<file path="src/rtl/inter_core_mailbox_router.sv">
// Inter-core mailbox router: per-destination FIFOs, round-robin unicast
// arbitration, atomic broadcast, invalid-destination drop and counters.
module inter_core_mailbox_router #(
    parameter int NUM_HARTS = 4,
    parameter int HART_ID_W = 3,
    parameter int DEPTH     = 4,
    parameter int PAYLOAD_W = 64,
    parameter logic [HART_ID_W-1:0] BCAST_ID = '1
) (
    input  logic                                   clk_i,
    input  logic                                   rst_i,
    input  logic [NUM_HARTS-1:0]                   src_valid_i,
    output logic [NUM_HARTS-1:0]                   src_ready_o,
    input  logic [NUM_HARTS*HART_ID_W-1:0]         src_dst_i,
    input  logic [NUM_HARTS*4-1:0]                 src_opcode_i,
    input  logic [NUM_HARTS*PAYLOAD_W-1:0]         src_payload_i,
    output logic [NUM_HARTS-1:0]                   dst_valid_o,
    input  logic [NUM_HARTS-1:0]                   dst_ready_i,
    output logic [NUM_HARTS*HART_ID_W-1:0]         dst_src_o,
    output logic [NUM_HARTS*4-1:0]                 dst_opcode_o,
    output logic [NUM_HARTS*PAYLOAD_W-1:0]         dst_payload_o,
    output logic [NUM_HARTS*($clog2(DEPTH)+1)-1:0] dst_count_o,
    output logic                                   err_o,
    output logic [31:0]                            msg_count_o,
    output logic [15:0]                            drop_count_o
);
    localparam int AW = $clog2(DEPTH);
    localparam int CW = AW + 1;

    if (2**HART_ID_W <= NUM_HARTS) begin : g_bad_id_w
        $error("HART_ID_W too narrow for NUM_HARTS plus broadcast ID");
    end
    if (DEPTH < 2 || (DEPTH & (DEPTH - 1)) != 0) begin : g_bad_depth
        $error("DEPTH must be a power of two and at least 2");
    end
    if (NUM_HARTS < 2 || NUM_HARTS > 16) begin : g_bad_harts
        $error("NUM_HARTS must be in 2..16");
    end

    typedef struct packed {
        logic [HART_ID_W-1:0] src;
        logic [3:0]           op;
        logic [PAYLOAD_W-1:0] pl;
    } msg_t;

    function automatic int rr_idx(input int base, input int off);
        return (base + off) % NUM_HARTS;
    endfunction

    msg_t                 mem_q [NUM_HARTS][DEPTH];
    msg_t                 mem_d [NUM_HARTS][DEPTH];
    logic [AW-1:0]        wr_q [NUM_HARTS];
    logic [AW-1:0]        wr_d [NUM_HARTS];
    logic [AW-1:0]        rd_q [NUM_HARTS];
    logic [AW-1:0]        rd_d [NUM_HARTS];
    logic [CW-1:0]        cnt_q [NUM_HARTS];
    logic [CW-1:0]        cnt_d [NUM_HARTS];
    logic [HART_ID_W-1:0] ptr_q [NUM_HARTS];
    logic [HART_ID_W-1:0] ptr_d [NUM_HARTS];
    logic [HART_ID_W-1:0] bptr_q, bptr_d;
    logic                 err_q, err_d;
    logic [31:0]          msg_q, msg_d;
    logic [15:0]          drop_q, drop_d;

    logic [HART_ID_W-1:0] dst_a [NUM_HARTS];
    msg_t                 in_msg [NUM_HARTS];
    logic [NUM_HARTS-1:0] is_bc, is_uni, is_inv;
    logic                 bsel_vld, bc_ok, bc_go;
    logic [HART_ID_W-1:0] bsel;
    logic [NUM_HARTS-1:0] uni_vld, uni_go;
    logic [HART_ID_W-1:0] uni_src [NUM_HARTS];
    logic [NUM_HARTS-1:0] push, pop;
    msg_t                 pmsg [NUM_HARTS];
    logic [7:0]           n_acc, n_drop;
    logic [32:0]          msg_sum;
    logic [16:0]          drop_sum;

    // Unpack source fields and classify each request
    always_comb begin
        for (int s = 0; s < NUM_HARTS; s++) begin
            dst_a[s]      = src_dst_i[s*HART_ID_W +: HART_ID_W];
            in_msg[s].src = HART_ID_W'(s);
            in_msg[s].op  = src_opcode_i[s*4 +: 4];
            in_msg[s].pl  = src_payload_i[s*PAYLOAD_W +: PAYLOAD_W];
            is_bc[s]  = src_valid_i[s] && (dst_a[s] == BCAST_ID);
            is_uni[s] = src_valid_i[s]
                        && (32'(dst_a[s]) < 32'(NUM_HARTS));
            is_inv[s] = src_valid_i[s] && !is_bc[s] && !is_uni[s];
        end
    end

    // Pick one broadcaster round-robin; it fires only if all targets have room
    always_comb begin
        bsel_vld = 1'b0;
        bsel     = '0;
        for (int i = 0; i < NUM_HARTS; i++) begin
            if (!bsel_vld && is_bc[rr_idx(int'(bptr_q), i)]) begin
                bsel_vld = 1'b1;
                bsel     = HART_ID_W'(rr_idx(int'(bptr_q), i));
            end
        end
        bc_ok = 1'b1;
        for (int d = 0; d < NUM_HARTS; d++) begin
            if (bsel != HART_ID_W'(d) && !(cnt_q[d] < CW'(DEPTH)))
                bc_ok = 1'b0;
        end
        bc_go = bsel_vld && bc_ok;
    end

    // Per-destination round-robin unicast grant; a pending broadcast
    // reserves every target FIFO except the broadcaster's own
    always_comb begin
        for (int d = 0; d < NUM_HARTS; d++) begin
            uni_vld[d] = 1'b0;
            uni_src[d] = '0;
            for (int i = 0; i < NUM_HARTS; i++) begin
                if (!uni_vld[d]
                    && is_uni[rr_idx(int'(ptr_q[d]), i)]
                    && dst_a[rr_idx(int'(ptr_q[d]), i)]
                       == HART_ID_W'(d)) begin
                    uni_vld[d] = 1'b1;
                    uni_src[d] = HART_ID_W'(rr_idx(int'(ptr_q[d]), i));
                end
            end
            uni_go[d] = uni_vld[d]
                        && (cnt_q[d] < CW'(DEPTH))
                        && !(bsel_vld && bsel != HART_ID_W'(d));
        end
    end

    // Accept: drops always, granted unicasts, the firing broadcaster
    always_comb begin
        src_ready_o = '0;
        if (!rst_i) begin
            for (int s = 0; s < NUM_HARTS; s++) begin
                if (is_inv[s])
                    src_ready_o[s] = 1'b1;
                if (bc_go && bsel == HART_ID_W'(s))
                    src_ready_o[s] = 1'b1;
                for (int d = 0; d < NUM_HARTS; d++) begin
                    if (uni_go[d] && uni_src[d] == HART_ID_W'(s))
                        src_ready_o[s] = 1'b1;
                end
            end
        end
    end

    // Next FIFO, pointer and counter state
    always_comb begin
        mem_d  = mem_q;
        wr_d   = wr_q;
        rd_d   = rd_q;
        cnt_d  = cnt_q;
        ptr_d  = ptr_q;
        bptr_d = bptr_q;
        n_acc  = '0;
        n_drop = '0;
        for (int d = 0; d < NUM_HARTS; d++) begin
            push[d] = 1'b0;
            pmsg[d] = in_msg[0];
            for (int s = 0; s < NUM_HARTS; s++) begin
                if (uni_go[d] && uni_src[d] == HART_ID_W'(s)) begin
                    push[d]  = 1'b1;
                    pmsg[d]  = in_msg[s];
                    ptr_d[d] = HART_ID_W'((s + 1) % NUM_HARTS);
                end
                if (bc_go && bsel == HART_ID_W'(s) && d != s) begin
                    push[d] = 1'b1;
                    pmsg[d] = in_msg[s];
                end
            end
            pop[d] = (cnt_q[d] != '0) && dst_ready_i[d];
            if (push[d]) begin
                mem_d[d][wr_q[d]] = pmsg[d];
                wr_d[d] = wr_q[d] + AW'(1);
            end
            if (pop[d])
                rd_d[d] = rd_q[d] + AW'(1);
            cnt_d[d] = cnt_q[d] + CW'(push[d]) - CW'(pop[d]);
            if (uni_go[d])
                n_acc = n_acc + 8'd1;
        end
        for (int s = 0; s < NUM_HARTS; s++) begin
            if (bc_go && bsel == HART_ID_W'(s))
                bptr_d = HART_ID_W'((s + 1) % NUM_HARTS);
            if (is_inv[s])
                n_drop = n_drop + 8'd1;
        end
        if (bc_go)
            n_acc = n_acc + 8'd1;
        msg_sum  = {1'b0, msg_q} + 33'(n_acc);
        msg_d    = msg_sum[32] ? '1 : msg_sum[31:0];
        drop_sum = {1'b0, drop_q} + 17'(n_drop);
        drop_d   = drop_sum[16] ? '1 : drop_sum[15:0];
        err_d    = |is_inv;
    end

    // State registers; reset empties FIFOs and clears pointers/counters
    always_ff @(posedge clk_i) begin
        if (rst_i) begin
            for (int d = 0; d < NUM_HARTS; d++) begin
                wr_q[d]  <= '0;
                rd_q[d]  <= '0;
                cnt_q[d] <= '0;
                ptr_q[d] <= '0;
            end
            bptr_q <= '0;
            err_q  <= 1'b0;
            msg_q  <= '0;
            drop_q <= '0;
        end else begin
            mem_q  <= mem_d;
            wr_q   <= wr_d;
            rd_q   <= rd_d;
            cnt_q  <= cnt_d;
            ptr_q  <= ptr_d;
            bptr_q <= bptr_d;
            err_q  <= err_d;
            msg_q  <= msg_d;
            drop_q <= drop_d;
        end
    end

    // Present FIFO heads and occupancy
    always_comb begin
        dst_valid_o   = '0;
        dst_src_o     = '0;
        dst_opcode_o  = '0;
        dst_payload_o = '0;
        dst_count_o   = '0;
        for (int d = 0; d < NUM_HARTS; d++) begin
            dst_valid_o[d] = cnt_q[d] != '0;
            dst_src_o[d*HART_ID_W +: HART_ID_W] = mem_q[d][rd_q[d]].src;
            dst_opcode_o[d*4 +: 4] = mem_q[d][rd_q[d]].op;
            dst_payload_o[d*PAYLOAD_W +: PAYLOAD_W] = mem_q[d][rd_q[d]].pl;
            dst_count_o[d*CW +: CW] = cnt_q[d];
        end
    end

    assign err_o        = err_q;
    assign msg_count_o  = msg_q;
    assign drop_count_o = drop_q;

endmodule

</file>
<file path="config.mk">
export PLATFORM = sky130hd
export DESIGN_NAME = inter_core_mailbox_router
export DESIGN_NICKNAME = d
export VERILOG_FILES = /design/src/rtl/inter_core_mailbox_router.sv
export SDC_FILE = /design/constraint.sdc
export NUM_CORES = 2
export LEC_CHECK = 0
export BUFFER_PORTS_ARGS = -buffer_cell sky130_fd_sc_hd__clkbuf_2
export CELL_PAD_IN_SITES_DETAIL_PLACEMENT = 0
export CELL_PAD_IN_SITES_GLOBAL_PLACEMENT = 1
export CORE_UTILIZATION = 53
export DETAILED_ROUTE_END_ITERATION = 7
export GPL_TIMING_DRIVEN = 0
export PLACE_DENSITY_LB_ADDON = 0.1
export SETUP_SLACK_MARGIN = 0.05
export SYNTH_ARGS = -nofsm -noshare
export SYNTH_HDL_FRONTEND = slang
export SYNTH_SLANG_ARGS = --single-unit
</file>
<file path="constraint.sdc">
create_clock -name clk_i -period 9.1 [get_ports clk_i]
set_input_delay 0.91 -clock clk_i [delete_from_list [all_inputs] [get_ports clk_i]]
set_output_delay 0.91 -clock clk_i [all_outputs]
set_load 0.02 [all_outputs]
</file>
==> flow_summary_export.csv <==
group,metric,value,unit
sta,shortest_clock_period_the_worst_path_allows_after_layout,6375,ps
synth,netlist_instances,3270,
placed_design,number_of_buffers_added_on_ports,635,
pwr,power_frac_seq,40.7,%
placed_design,area_post_placement,58260,sq um
clock_tree,cts-htree-levels,4,
finish,commonest_cells_after_routing_fill_and_taps_aside,"edfxtp_1 (1,120), clkbuf_2 (636), mux4_2 (280)",
clock_tree,clock_tree.root_cell,"clkbuf_16",
drt,antenna_left,0,
pwr,worst_vdd_ir,194.7,uV
drt,via_per_inst,6.473,
sta,final_hold_viol_count,0,
finish,fin_cells,5460,
sta,finalWorstSetupSlack,2725,ps
pwr,cellLeakagePower,21.09,nW
synth,ys_warn_count,0,
synth,synth_cell_type_count,86,
sta,clock_skew,23.02,ps
synth,synth_top_cell_by_area,"edfxtp_1",
drt,post_detailed_route_drc_marker_count,0,
synth,synthesis.area_per_instance,16.16,sq um
clock_tree,cts_tree,"built",
drt,drt_pass1_iterations,6,
floorplan,io-pin-count,647,
setup_path,crit-reg2reg-launch,"bptr_q[1]",
pwr,cellPowerDensity,265.3,nW/um^2
finish,drive_above_1_share,30.13,%
clock_tree,cts.repair.resized,0,
clock_tree,worst_setup_hold_path_clk_slew,60,ps
synth,synth-main-ff-cell,"edfxtp_1",
floorplan,die-height,317.8,um
setup_path,crit-reg2reg-capture,"msg_count_o[15]",
placed_design,placedCellCount,5219,
sta,worst_slew_pin_slew,1423,ps
setup_path,cp-endpoint,"msg_count_o[15]",
setup_path,kind_of_launch_point_of_the_worst_setup_path,"primary input",
grt,grt_pass1_vias,34360,
sta,setup_viol,0,
synth,synth.ff_latch_count,1207,
clock_tree,post_cts_buffers,0,
synth,total_standard_cell_area_after_synthesis,52860,sq um
clock_tree,cts-buffers-inserted,130,
setup_path,reg2regPathDepth,21,
synth,synth_top_area_cells,"edfxtp_1 (64%), mux4_2 (12%), dfxtp_1 (3.3%)",
min_path,hold_path.class,"reg2reg",
pwr,power_report.internal_total,11.28,mW
pwr,switching_share_of_power,31.87,%
finish,final_nets,4405,
pwr,power.share.clock,31.1,%
grt,antenna_found_initial,34,
sta,relative_max_transition_margin,5.107,%
sta,final.period_utilization,70.06,%
setup_path,regToRegSetupSlack,2940,ps
pwr,net_switching_power,5.278,mW
finish,final_area,62420,sq um
synth,synth_top_area_share,63.63,%
finish,area_growth,18.10,%
clock_tree,cts_buffer_depth,3,
setup_path,worst_path_class_setup,"in2reg",
placed_design,detailedPlace.worstSlack,2018,ps
placed_design,place.gp.congestion,0.8878,
floorplan,core_area,98560,sq um
clock_tree,clock_latency_late_sink,740,ps
setup_path,critPathMaxFanout,10,
synth,seq_area_frac_synth,66.93,%
synth,synthArstFlopShare,0,%
drt,drt_iter0_drc,4485,
finish,mostFrequentLayoutCell,"edfxtp_1",
sta,hold-worst-slack,525.2,ps
placed_design,dp_hpwl,122600,um
pwr,combinational_cell_fraction_of_total_power,28.2,%
floorplan,std_cell_rows,115,
floorplan,floorplan.initialDensity,53.63,%
setup_path,timing.critical_path.required,9760,ps
clock_tree,cts_hold_buffers,0,
grt,grt_start_max_net_pins,48,
grt,gr-usage-all-layers,34.00,%
synth,synth_enable_flop_cells,1120,
sta,unrepaired_setup_endpoints_after_global_routing,"false",
drt,wl,172200,um
job,drv.max_cap_violation_count,0,
outcome,outcome,"completed",
sta,fin_setup_tns,0,ps
floorplan,dieArea,101000,sq um
grt,gr-total-overflow,0,
grt,grt_pass1_wl,244000,um
sta,final-max-slew-violation-count,0,
drt,via_count_of_the_routed_design,35340,
setup_path,critPathCaptureType,"register",
floorplan,die_w,317.8,um
clock_tree,clock-sinks,1207,
drt,route.detailed.wl_per_inst,31.53,um
sta,clock.fmax,156.9,MHz
setup_path,arrival,7040,ps
setup_path,timing.critical_path.from,"src_valid_i[0]",
[cell families (layout without fill, tap and decap cells)]
| group | after synthesis | in the layout | synth area share [%] |
|---|---|---|---|
| AOI/OAI and AO/OA | 778 | 778 | 9.500 |
| xor gates and xnor gates | 68 | 68 | 1.127 |
| adders and majority gates | 47 | 47 | 1.198 |
| buffers and inverters | 272 | 1159 | 2.277 |
| DFF | 1207 | 1207 | 66.93 |
| muxes | 426 | 426 | 14.70 |
| other | 1 | 17 | 0.007095 |
| and+or+nand+nor | 471 | 471 | 4.263 |
[layer usage]
metal	GRT usage, %	part of all wire, %
met5	0	0.17
met4	14.47	4.3
met3	9.413	10
met2	53.27	47
met1	44.87	38
[state kept, by name, indices dropped and copies added (netlist names)]
name,flops
bptr_q,2
drop_count_o,16
dst_count_o,12
err_o,1
mem_q,1120
msg_count_o,32
ptr_q,8
rd_q,8
wr_q,8
[power groups by stage]
stage	Sequential, mW	Clock (mW)	Combinational (mW)
2_1_floorplan	6.86	0	2.85
3_3_place_gp	6.89	0	4.59
3_5_place_dp	6.85	0	4.68
4_1_cts	6.74	5.20	4.69
5_1_grt	6.77	5.41	4.91
6_report	6.74	5.15	4.68
[final cells by class]
| class | count | area, sq um |
|---|---|---|
| fillers | 7398 | 36140 |
| clock buffers | 174 | 3587 |
| flip-flops and latches | 1207 | 35370 |
| plain buffers | 227 | 1036 |
| multi-input cells | 1796 | 16360 |
| clock inverters | 56 | 543.0 |
| inverters | 45 | 168.9 |
| diodes | 11 | 27.53 |
| repair buffers | 657 | 3710 |
| well taps | 1287 | 1610 |
[synthesized netlist by cell type (41+ instances only)]
master and number:
a21oi_1 256, o21ai_1 147, a22oi_1 138, inv_1 43
o22ai_1 70, nor2_1 70, mux4_2 280, buf_2 56
ha_1 41, mux2i_1 143, clkbuf_1 108, dfxtp_1 87
nand2_1 254, edfxtp_1 1120, a221o_1 69
[worst min-delay path by stage]
| stage | startpoint | to | slack, ps | cells past startpoint |
|---|---|---|---|---|
| floorplan | ptr_q[3] | ptr_q[3] | 480 | 2 |
| global placement | drop_count_o[12] | drop_count_o[12] | 510 | 2 |
| detailed placement | ptr_q[3] | ptr_q[3] | 510 | 2 |
| CTS | ptr_q[3] | ptr_q[3] | 520 | 2 |
| global route | ptr_q[3] | ptr_q[3] | 550 | 2 |
| finish | ptr_q[3] | ptr_q[3] | 530 | 2 |
[through the flow]
stage          total power [mW]  util (%)
2_1_floorplan             9.710         -
3_3_place_gp              11.47     58.50
3_5_place_dp              11.53     59.11
4_1_cts                   16.63     63.30
5_1_grt                   17.09     63.31
6_report                  16.56     63.33
[worst max-delay path: stages]
cell and delay (ps):
buf_2 190, nand4_1 340, o21ai_0 280, a21oi_1 90, o21ai_1 670, ha_1 380, xor2_1 250, inv_1 70
ha_1 280, mux2_2 300, ha_1 290, mux2i_1 80, fa_1 420, nor2b_1 130, o21ai_1 90, a21bo_2 260
a2111oi_2 780, and3_1 360, nand3_1 120, clkbuf_1 240, buf_1 300, a21oi_1 190
Note: power is estimated with default switching activity, not from simulation.
